<file path="config.mk">
export PLATFORM = sky130hd
export DESIGN_NAME = uart_tx_arb
export DESIGN_NICKNAME = d
export VERILOG_FILES = /design/src/rtl/uart_pkg.sv /design/src/rtl/uart_arb_pick.sv /design/src/rtl/uart_tx_arb.sv
export SDC_FILE = /design/constraint.sdc
export NUM_CORES = 1
export LEC_CHECK = 0
export BUFFER_PORTS_ARGS = -buffer_cell sky130_fd_sc_hd__buf_2
export CAP_MARGIN = 20
export CORE_MARGIN = 2
export CORE_UTILIZATION = 48
export CTS_CLUSTER_SIZE = 30
export DETAILED_ROUTE_END_ITERATION = 10
export MAX_ROUTING_LAYER = met4
export PLACE_DENSITY = 0.82
export SKIP_CTS_REPAIR_TIMING = 1
export SLEW_MARGIN = 20
export SYNTH_ARGS = -nofsm -noshare
export SYNTH_HDL_FRONTEND = slang
export SYNTH_HIERARCHICAL = 1
export SYNTH_SLANG_ARGS = --single-unit
</file>
<file path="constraint.sdc">
create_clock -name clk -period 3.4 [get_ports clk]
set_input_delay 0.34 -clock clk [delete_from_list [all_inputs] [get_ports clk]]
set_output_delay 0.34 -clock clk [all_outputs]
set_load 0.03 [all_outputs]
</file>
<file path="src/rtl/uart_pkg.sv">
// Shared types and constants for the two-requester UART transmit arbiter.
package uart_pkg;

    localparam int BYTE_W = 8;

    typedef enum logic {
        IDLE = 1'b0,
        XFER = 1'b1
    } state_t;

    // Index (0 or 1) of the requester named by a one-hot grant.
    function automatic logic owner_of(input logic [1:0] onehot);
        return onehot[1];
    endfunction

endpackage

</file>
<file path="src/rtl/uart_arb_pick.sv">
// Combinational winner selection between two requesters.
// Build option: define UART_ARB_PRIO_EN for fixed priority (requester 0 wins ties);
// otherwise ties go to the requester that was not served last.
module uart_arb_pick (
    input  logic       req0,
    input  logic       req1,
    input  logic       last_served,
    output logic [1:0] pick
);

`ifdef UART_ARB_PRIO_EN
    // Fixed priority ignores history.
    logic unused_last_served;
    assign unused_last_served = last_served;
`endif

    // One-hot winner; 2'b00 when nobody requests.
    always_comb begin
        // NOTE: default every output first so no path leaves it unassigned (no latch).
        pick = 2'b00;
        if (req0 && req1) begin
`ifdef UART_ARB_PRIO_EN
            pick = 2'b01;
`else
            pick = last_served ? 2'b01 : 2'b10;
`endif
        end else if (req0) begin
            pick = 2'b01;
        end else if (req1) begin
            pick = 2'b10;
        end
    end

endmodule

</file>
<file path="src/rtl/uart_tx_arb.sv">
// Two-requester arbiter feeding a UART transmit FIFO write port.
// Grants are packet-locked and capped at MAX_BURST bytes (legal 1..255).
// Build option: UART_ARB_PRIO_EN selects fixed priority instead of round-robin.
module uart_tx_arb
    import uart_pkg::*;
#(
    parameter int MAX_BURST = 16
) (
    input  logic              clk,
    input  logic              reset,
    input  logic              req0,
    input  logic              req1,
    input  logic [BYTE_W-1:0] data0,
    input  logic [BYTE_W-1:0] data1,
    input  logic              last0,
    input  logic              last1,
    output logic              ack0,
    output logic              ack1,
    input  logic              tx_full,
    output logic [BYTE_W-1:0] w_data,
    output logic              wr,
    output logic [1:0]        grant,
    output logic              busy
);

    localparam logic [BYTE_W-1:0] BURST_END = BYTE_W'(MAX_BURST - 1);

    state_t            state;
    logic [BYTE_W-1:0] count;
    logic              last_served;
    logic [1:0]        pick;

    logic              owner_req;
    logic              owner_last;
    logic [BYTE_W-1:0] owner_data;
    logic              xfer;

    uart_arb_pick u_pick (
        .req0        (req0),
        .req1        (req1),
        .last_served (last_served),
        .pick        (pick)
    );

    // Mux the current owner's handshake and decide whether a byte moves this cycle.
    // Reset gates the transfer so an aborted packet emits no write in the reset cycle.
    always_comb begin
        owner_req  = 1'b0;
        owner_last = 1'b0;
        owner_data = '0;
        if (grant[0]) begin
            owner_req  = req0;
            owner_last = last0;
            owner_data = data0;
        end else if (grant[1]) begin
            owner_req  = req1;
            owner_last = last1;
            owner_data = data1;
        end
        xfer   = (state == XFER) && owner_req && !tx_full && !reset;
        wr     = xfer;
        ack0   = xfer && grant[0];
        ack1   = xfer && grant[1];
        w_data = xfer ? owner_data : '0;
    end

    // Two-state grant FSM with registered grant/busy, byte counter and round-robin history.
    always_ff @(posedge clk) begin
        // NOTE: sequential state uses non-blocking assignments so every register samples pre-edge values.
        if (reset) begin
            state       <= IDLE;
            grant       <= 2'b00;
            busy        <= 1'b0;
            count       <= '0;
            last_served <= 1'b1;
        end else begin
            case (state)
                IDLE: begin
                    if (pick != 2'b00) begin
                        state <= XFER;
                        grant <= pick;
                        busy  <= 1'b1;
                        count <= '0;
                    end
                end
                XFER: begin
                    if (xfer) begin
                        if (owner_last || count == BURST_END) begin
                            state       <= IDLE;
                            grant       <= 2'b00;
                            busy        <= 1'b0;
                            last_served <= owner_of(grant);
                        end else begin
                            count <= count + 1'b1;
                        end
                    end
                end
            endcase
        end
    end

endmodule

</file>
==> results of run 1 <==
-- placed cells by master (no fill, tap or decap), drive strengths merged, types with 2 or more instances in the layout --
| cell type | synthesis | final |
|---|---|---|
| clkbuf | 3 | 3 |
| nand2 | 13 | 13 |
| nand3 | 6 | 6 |
| o21ai | 4 | 4 |
| buf | 2 | 36 |
| dfxtp | 13 | 13 |
| or2 | 2 | 2 |
| nor2 | 12 | 12 |
| inv | 5 | 5 |
| a21boi | 2 | 2 |
| a22oi | 8 | 8 |
| a21oi | 9 | 9 |
| a22o | 3 | 3 |
| nor3 | 3 | 3 |
| nor2b | 2 | 2 |
| a21o | 3 | 3 |
-- per-layer routing --
metal  up-vias  wire length, µm  track usage, %
met2        38              741            31.9
met5         -                0               -
met1       368              899            29.3
met4         0               43            11.5
li1        444                -               -
met3         5              124            3.67
-- cells by family (layout without fill, tap and decap cells) --
| family | count (synthesis) | count (layout) | share of synthesized area, % |
|---|---|---|---|
| and+or+nand+nor | 44 | 44 | 28.3 |
| AOI/OAI and AO/OA | 35 | 35 | 32.1 |
| DFF | 13 | 13 | 33.0 |
| buffers and inverters | 10 | 45 | 5.08 |
| adders and majority gates | 1 | 1 | 1.59 |
-- through the flow --
step	area (µm²)	setup slack, ns	hold WS, ns	utilization [%]
finish	995	1.08	0.337	65.3
CTS	995	1.08	0.331	65.3
detailed placement	967	1.34	0.451	63.5
floorplan	788	1.45	0.464	-
global placement	967	1.43	0.458	63.5
global route	995	0.931	0.373	65.3
-- registers in the layout, summed over array words and instances (netlist names) --
signal       flops
count            8
state            1
grant            2
last_served      1
busy             1
-- power by group --
group	internal (mW)	leakage (nW)	switching, mW	total, mW
clock	0.0438	0.0177	0.0548	0.0986
combinational	0.0243	0.368	0.0311	0.0554
sequential	0.156	0.106	0.00748	0.164
total	0.224	0.492	0.0934	0.318
-- critical path, delay by kind of cell (launching register included) --
| kind | cells | cell delay (ns) |
|---|---|---|
| DFF | 1 | 0.61 |
| and+or+nand+nor | 2 | 0.36 |
| buffers and inverters | 2 | 0.30 |
| AOI/OAI and AO/OA | 1 | 0.41 |
-- final cells by class --
cell class | count | area [µm²] | area share [%]
clock buffer | 3 | 22.5 | 2.26
timing repair buffer | 36 | 180 | 18.1
inverter | 5 | 18.8 | 1.89
multi-input combinational | 80 | 488 | 49.1
sequential | 13 | 260 | 26.2
tap | 16 | 20.0 | 2.01
clock inverter | 1 | 5.00 | 0.503
-- worst paths after layout --
kind	startpoint	to	slack (ns)	depth (start not counted)
hold reg to reg	busy$_SDFFE_PP0P_	busy$_SDFFE_PP0P_	0.46	2
hold / removal	reset	busy$_SDFFE_PP0P_	0.34	2
setup reg to reg	grant[0]$_SDFFE_PP0P_	count[2]$_SDFFE_PP0P_	1.31	5
setup / recovery	grant[0]$_SDFFE_PP0P_	ack0	1.08	5
-- cell usage after synthesis, drive strengths merged --
cell type / count / area [µm²]
a32o: 1 / 10.0
o22ai: 1 / 6.26
nor4: 1 / 12.5
a21o: 3 / 22.5
o311a: 1 / 10.0
or3: 1 / 11.3
nand3: 6 / 30.0
o31ai: 1 / 21.3
nand2: 13 / 48.8
o211ai: 1 / 7.51
clkbuf: 3 / 11.3
a211o: 1 / 8.76
a21oi: 9 / 45.0
inv: 5 / 18.8
a21boi: 2 / 15.0
dfxtp: 13 / 260
nor3: 3 / 20.0
or4: 1 / 7.51
nand3b: 1 / 7.51
nor2: 12 / 47.6
and2: 1 / 6.26
a22o: 3 / 26.3
o21ai: 4 / 20.0
ha: 1 / 12.5
nor2b: 2 / 12.5
nand2b: 1 / 6.26
a22oi: 8 / 60.1
buf: 2 / 10.0
or2: 2 / 12.5
==> impl_metrics.prom, run 1 <==
# TYPE chip_impl_metric gauge
chip_impl_metric{name="grt_first_pass_wirelength",unit="µm"} 3170
chip_impl_metric{name="diodes",unit=""} 0
chip_impl_metric{name="rows",unit=""} 14
chip_impl_metric{name="route.detailed.drc",unit=""} 0
chip_impl_metric{name="clock_latency",unit="ns"} 0.29
chip_impl_metric{name="drt_first_pass_iters",unit=""} 4
chip_impl_info{name="setup.worst_path.end_class",value="output pin"} 1
chip_impl_metric{name="post-route-min-period",unit="ns"} 2.32
chip_impl_metric{name="fillerInstances",unit=""} 125
chip_impl_info{name="critical_path.cell_chain",value="nand3b_1 -> a211o_1 -> inv_1 -> and2_1 -> buf_2"} 1
chip_impl_metric{name="layout_worst_path_cycle_share",unit="%"} 68.3
chip_impl_metric{name="critical_path_peak_fanout",unit=""} 15
chip_impl_metric{name="maxSlewHeadroom",unit="%"} 61.0
chip_impl_metric{name="cts.sink_count",unit=""} 13
chip_impl_metric{name="ir_drop",unit="mV"} 0.224
chip_impl_info{name="cts_tree",value="built"} 1
chip_impl_metric{name="grt_pass1_vias",unit=""} 757
chip_impl_metric{name="vias",unit=""} 855
chip_impl_metric{name="worst_clock_skew",unit="ns"} 0.0132
chip_impl_metric{name="hold_viol",unit=""} 0
chip_impl_info{name="worst_hold_path_type",value="in2reg"} 1
chip_impl_info{name="clock-root-buffer",value="sky130_fd_sc_hd__clkbuf_4"} 1
chip_impl_metric{name="placeableCoreArea",unit="mm²"} 0.00152
chip_impl_metric{name="report.power.total",unit="µW"} 318
chip_impl_metric{name="floorplan.die.height",unit="µm"} 44.5
chip_impl_metric{name="cts_made_buffers",unit=""} 3
chip_impl_metric{name="dieWidth",unit="µm"} 44.5
chip_impl_metric{name="worstMarginPinSlew",unit="ns"} 0.584
chip_impl_metric{name="drive_above_1_share",unit="%"} 34.1
chip_impl_metric{name="critical_path_arrival",unit="ns"} 1.98
chip_impl_metric{name="routed_wire_length_per_instance",unit="µm"} 11.7
chip_impl_metric{name="io_buffers",unit=""} 36
chip_impl_metric{name="layout-area-overhead-vs-synth",unit="%"} 26.2
chip_impl_info{name="critical_path_class",value="reg2out"} 1
chip_impl_metric{name="synthesis.area_per_instance",unit="µm²"} 7.65
chip_impl_info{name="slowest_stage",value="sky130_fd_sc_hd__dfxtp_1"} 1
chip_impl_metric{name="ys_seq_elements",unit=""} 13
chip_impl_metric{name="cts_htree_levels",unit=""} 1
chip_impl_metric{name="synthesis.nets",unit=""} 127
chip_impl_metric{name="hpwlAfterDp",unit="µm"} 1410
chip_impl_metric{name="grt.total_usage",unit="%"} 22.1
chip_impl_metric{name="postSynthCellCount",unit=""} 103
chip_impl_metric{name="finalSetupTns",unit="ns"} 0
chip_impl_metric{name="finalMaxSlewViolations",unit=""} 0
chip_impl_metric{name="syn-cell-area",unit="µm²"} 788
chip_impl_metric{name="power_density_of_the_placed_cells",unit="mW/mm²"} 319
chip_impl_metric{name="worstPathRequired",unit="ns"} 3.06
chip_impl_metric{name="fraction_of_the_yosys_area_taken_by_sequential_cells",unit="%"} 33.0
chip_impl_metric{name="ioPinCount",unit=""} 37
chip_impl_metric{name="dpl.cell_count",unit=""} 150
chip_impl_metric{name="drtAntennaViolNets",unit=""} 0
chip_impl_metric{name="die_area",unit="mm²"} 0.00198
chip_impl_metric{name="max_cap_viol_count",unit=""} 0
chip_impl_metric{name="clock_path_buffers",unit=""} 2
chip_impl_metric{name="finalSetupViolCount",unit=""} 0
chip_impl_info{name="critical_path.startpoint_type",value="flip-flop"} 1
chip_impl_metric{name="ys_warnings",unit=""} 6
chip_impl_metric{name="drt-initial-drc-count",unit=""} 18
chip_impl_info{name="outcome",value="complete, no violations"} 1
chip_impl_metric{name="clk_pin_slew",unit="ns"} 0.09
chip_impl_metric{name="critPathMaxStageDelay",unit="ns"} 0.61
chip_impl_metric{name="globalRoute.totalOverflow",unit=""} 0
chip_impl_metric{name="finish.cell_count_without_fillers",unit=""} 154
chip_impl_metric{name="leakagePower",unit="nW"} 0.492
chip_impl_metric{name="yosysUniqueCellTypes",unit=""} 33
chip_impl_metric{name="fmaxAchievable",unit="GHz"} 0.431
chip_impl_metric{name="finalWirelength",unit="µm"} 1810
chip_impl_metric{name="via_density",unit=""} 5.55
chip_impl_metric{name="grt_max_degree",unit=""} 16
chip_impl_info{name="rsz0062_at_grt",value="no"} 1
chip_impl_metric{name="place.gp.congestion",unit=""} 0.839
chip_impl_metric{name="fin_nets",unit=""} 163
chip_impl_metric{name="floorplan.initialDensity",unit="%"} 51.7
chip_impl_metric{name="antenna_found_initial",unit=""} 0
Note: power is estimated with default switching activity, not from simulation.
==> inputs of run 2 (changes only) <==
--- a/config.mk
+++ b/config.mk
@@ -8,11 +8,11 @@
 export BUFFER_PORTS_ARGS = -buffer_cell sky130_fd_sc_hd__buf_2
 export CAP_MARGIN = 20
 export CORE_MARGIN = 2
-export CORE_UTILIZATION = 48
+export CORE_UTILIZATION = 40
 export CTS_CLUSTER_SIZE = 30
 export DETAILED_ROUTE_END_ITERATION = 10
 export MAX_ROUTING_LAYER = met4
-export PLACE_DENSITY = 0.82
+export PLACE_DENSITY = 0.73
 export SKIP_CTS_REPAIR_TIMING = 1
 export SLEW_MARGIN = 20
 export SYNTH_ARGS = -nofsm -noshare
==> constraint.sdc (replaced) <==
create_clock -name clk -period 2.01 [get_ports clk]
set_input_delay 0.201 -clock clk [delete_from_list [all_inputs] [get_ports clk]]
set_output_delay 0.201 -clock clk [all_outputs]
set_load 0.03 [all_outputs]
==> impl_metrics.prom, run 2 (synthesis results as in run 1) <==
# TYPE chip_impl_metric gauge
chip_impl_metric{name="maxSlewHeadroom",unit="%"} 60.4
chip_impl_metric{name="layout-area-overhead-vs-synth",unit="%"} 31.3
chip_impl_metric{name="finalWirelength",unit="µm"} 2020
chip_impl_metric{name="die_area",unit="mm²"} 0.00234
chip_impl_metric{name="cts_made_buffers",unit=""} 3
chip_impl_metric{name="dieWidth",unit="µm"} 48.4
chip_impl_metric{name="critical_path_arrival",unit="ns"} 1.71
chip_impl_metric{name="cts.sink_count",unit=""} 13
chip_impl_metric{name="worstMarginPinSlew",unit="ns"} 0.587
chip_impl_metric{name="timing.critical_path.buf_inv",unit=""} 3
chip_impl_metric{name="finalSetupViolCount",unit=""} 0
chip_impl_metric{name="report.power.total",unit="µW"} 543
chip_impl_metric{name="drive_above_1_share",unit="%"} 36.2
chip_impl_metric{name="leakagePower",unit="nW"} 0.503
chip_impl_info{name="layout_top_registers",value="count x8, grant x2"} 1
chip_impl_metric{name="diodes",unit=""} 0
chip_impl_metric{name="clock_path_buffers",unit=""} 2
chip_impl_info{name="critical_path_class",value="reg2out"} 1
chip_impl_info{name="outcome",value="complete, no violations"} 1
chip_impl_info{name="layout.cells.most_common",value="sky130_fd_sc_hd__buf_2"} 1
chip_impl_metric{name="worst_clock_skew",unit="ns"} 0.00200
chip_impl_metric{name="placeableCoreArea",unit="mm²"} 0.00190
chip_impl_info{name="cts_tree",value="built"} 1
chip_impl_metric{name="critical_path_peak_fanout",unit=""} 11
chip_impl_info{name="critical_path.startpoint_type",value="flip-flop"} 1
chip_impl_metric{name="max_cap_viol_count",unit=""} 0
chip_impl_metric{name="clk_pin_slew",unit="ns"} 0.08
chip_impl_metric{name="cts_htree_levels",unit=""} 1
chip_impl_info{name="layout.cells.most_common_list",value="sky130_fd_sc_hd__buf_2, sky130_fd_sc_hd__nand2_1, sky130_fd_sc_hd__nor2_1, sky130_fd_sc_hd__dfxtp_1, sky130_fd_sc_hd__a21oi_1"} 1
chip_impl_metric{name="finalMaxSlewViolations",unit=""} 0
chip_impl_metric{name="fin_nets",unit=""} 166
chip_impl_metric{name="clock_latency",unit="ns"} 0.28
chip_impl_metric{name="drt_first_pass_iters",unit=""} 4
chip_impl_metric{name="floorplan.initialDensity",unit="%"} 41.4
chip_impl_metric{name="power_density_of_the_placed_cells",unit="mW/mm²"} 525
chip_impl_info{name="setup.worst_path.end_class",value="output pin"} 1
chip_impl_metric{name="grt_max_degree",unit=""} 13
chip_impl_metric{name="route.detailed.drc",unit=""} 0
chip_impl_metric{name="layout_worst_path_cycle_share",unit="%"} 95.1
chip_impl_metric{name="finalSetupTns",unit="ns"} 0
chip_impl_metric{name="globalRoute.totalOverflow",unit=""} 0
chip_impl_metric{name="drtAntennaViolNets",unit=""} 0
chip_impl_metric{name="place.gp.congestion",unit=""} 0.850
chip_impl_metric{name="post-route-min-period",unit="ns"} 1.91
chip_impl_metric{name="antenna_found_initial",unit=""} 0
chip_impl_metric{name="floorplan.die.height",unit="µm"} 48.4
chip_impl_metric{name="fmaxAchievable",unit="GHz"} 0.523
chip_impl_metric{name="vias",unit=""} 888
chip_impl_metric{name="finalCoreUtilization",unit="%"} 54.4
chip_impl_metric{name="io_buffers",unit=""} 36
chip_impl_info{name="rsz0062_at_grt",value="no"} 1
chip_impl_metric{name="via_density",unit=""} 5.29
chip_impl_metric{name="drt-initial-drc-count",unit=""} 24
chip_impl_metric{name="rows",unit=""} 16
chip_impl_info{name="critical_path.cell_chain",value="nand3b_1 -> a211o_1 -> buf_4 -> inv_1 -> and2_1 -> clkbuf_4"} 1
chip_impl_metric{name="critPathMaxStageDelay",unit="ns"} 0.34
chip_impl_metric{name="grt_pass1_vias",unit=""} 824
chip_impl_metric{name="hpwlAfterDp",unit="µm"} 1560
chip_impl_metric{name="hold_viol",unit=""} 0
chip_impl_info{name="top_register",value="count"} 1
chip_impl_metric{name="worstPathRequired",unit="ns"} 1.81
chip_impl_metric{name="grt_first_pass_wirelength",unit="µm"} 3460
chip_impl_info{name="critPathTopFamily",value="buffers and inverters"} 1
chip_impl_metric{name="grt.total_usage",unit="%"} 19.0
chip_impl_info{name="worst_hold_path_type",value="in2reg"} 1
chip_impl_info{name="clock-root-buffer",value="sky130_fd_sc_hd__clkbuf_4"} 1
chip_impl_metric{name="largest_reg_flops",unit=""} 8
chip_impl_metric{name="ir_drop",unit="mV"} 0.269
chip_impl_metric{name="ioPinCount",unit=""} 37
chip_impl_metric{name="worst-r2r-setup-slack",unit="ns"} 0.31
chip_impl_metric{name="routed_wire_length_per_instance",unit="µm"} 12.0
chip_impl_info{name="slowest_stage",value="sky130_fd_sc_hd__dfxtp_1"} 1
run 2: cell type report:
cell class / instances / area (µm²)
fill: 182 / 867
clock buffer: 4 / 26.3
tap: 27 / 33.8
multi-input combinational: 80 / 488
inverter: 5 / 18.8
timing repair buffer: 39 / 205
sequential: 13 / 263
run 2: report_power, final:
| group | switching [mW] | internal, mW |
|---|---|---|
| registers | 0.00786 | 0.265 |
| clock network | 0.0896 | 0.0771 |
| logic | 0.0592 | 0.0449 |
| total | 0.157 | 0.387 |
run 2: through the flow:
step / setup slack [ns] / instances / hold WS (ns) / area, µm²
6_report: 0.0983 / 168 / 0.213 / 1030
2_1_floorplan: 0.199 / 103 / 0.436 / 788
3_3_place_gp: 0.312 / 164 / 0.448 / 1000
4_1_cts: 0.00981 / 168 / 0.215 / 1030
3_5_place_dp: 0.275 / 164 / 0.462 / 1000
5_1_grt: 0.00140 / 168 / 0.222 / 1030
run 2: layer usage:
layer | track usage (%) | vias to the layer above | wire length [µm]
met5 | - | - | 0
met1 | 24.4 | 393 | 914
met2 | 28.7 | 38 | 929
li1 | - | 452 | -
met4 | 13.8 | 0 | 57
met3 | 0.926 | 5 | 115
run 2: final timing paths:
path | start | end | cells past startpoint
max | grant[0]$_SDFFE_PP0P_ | ack0 | 6
min | reset | grant[1]$_SDFFE_PP0P_ | 2
max reg2reg | grant[0]$_SDFFE_PP0P_ | count[7]$_SDFFE_PP0P_ | 6
min reg2reg | busy$_SDFFE_PP0P_ | busy$_SDFFE_PP0P_ | 2
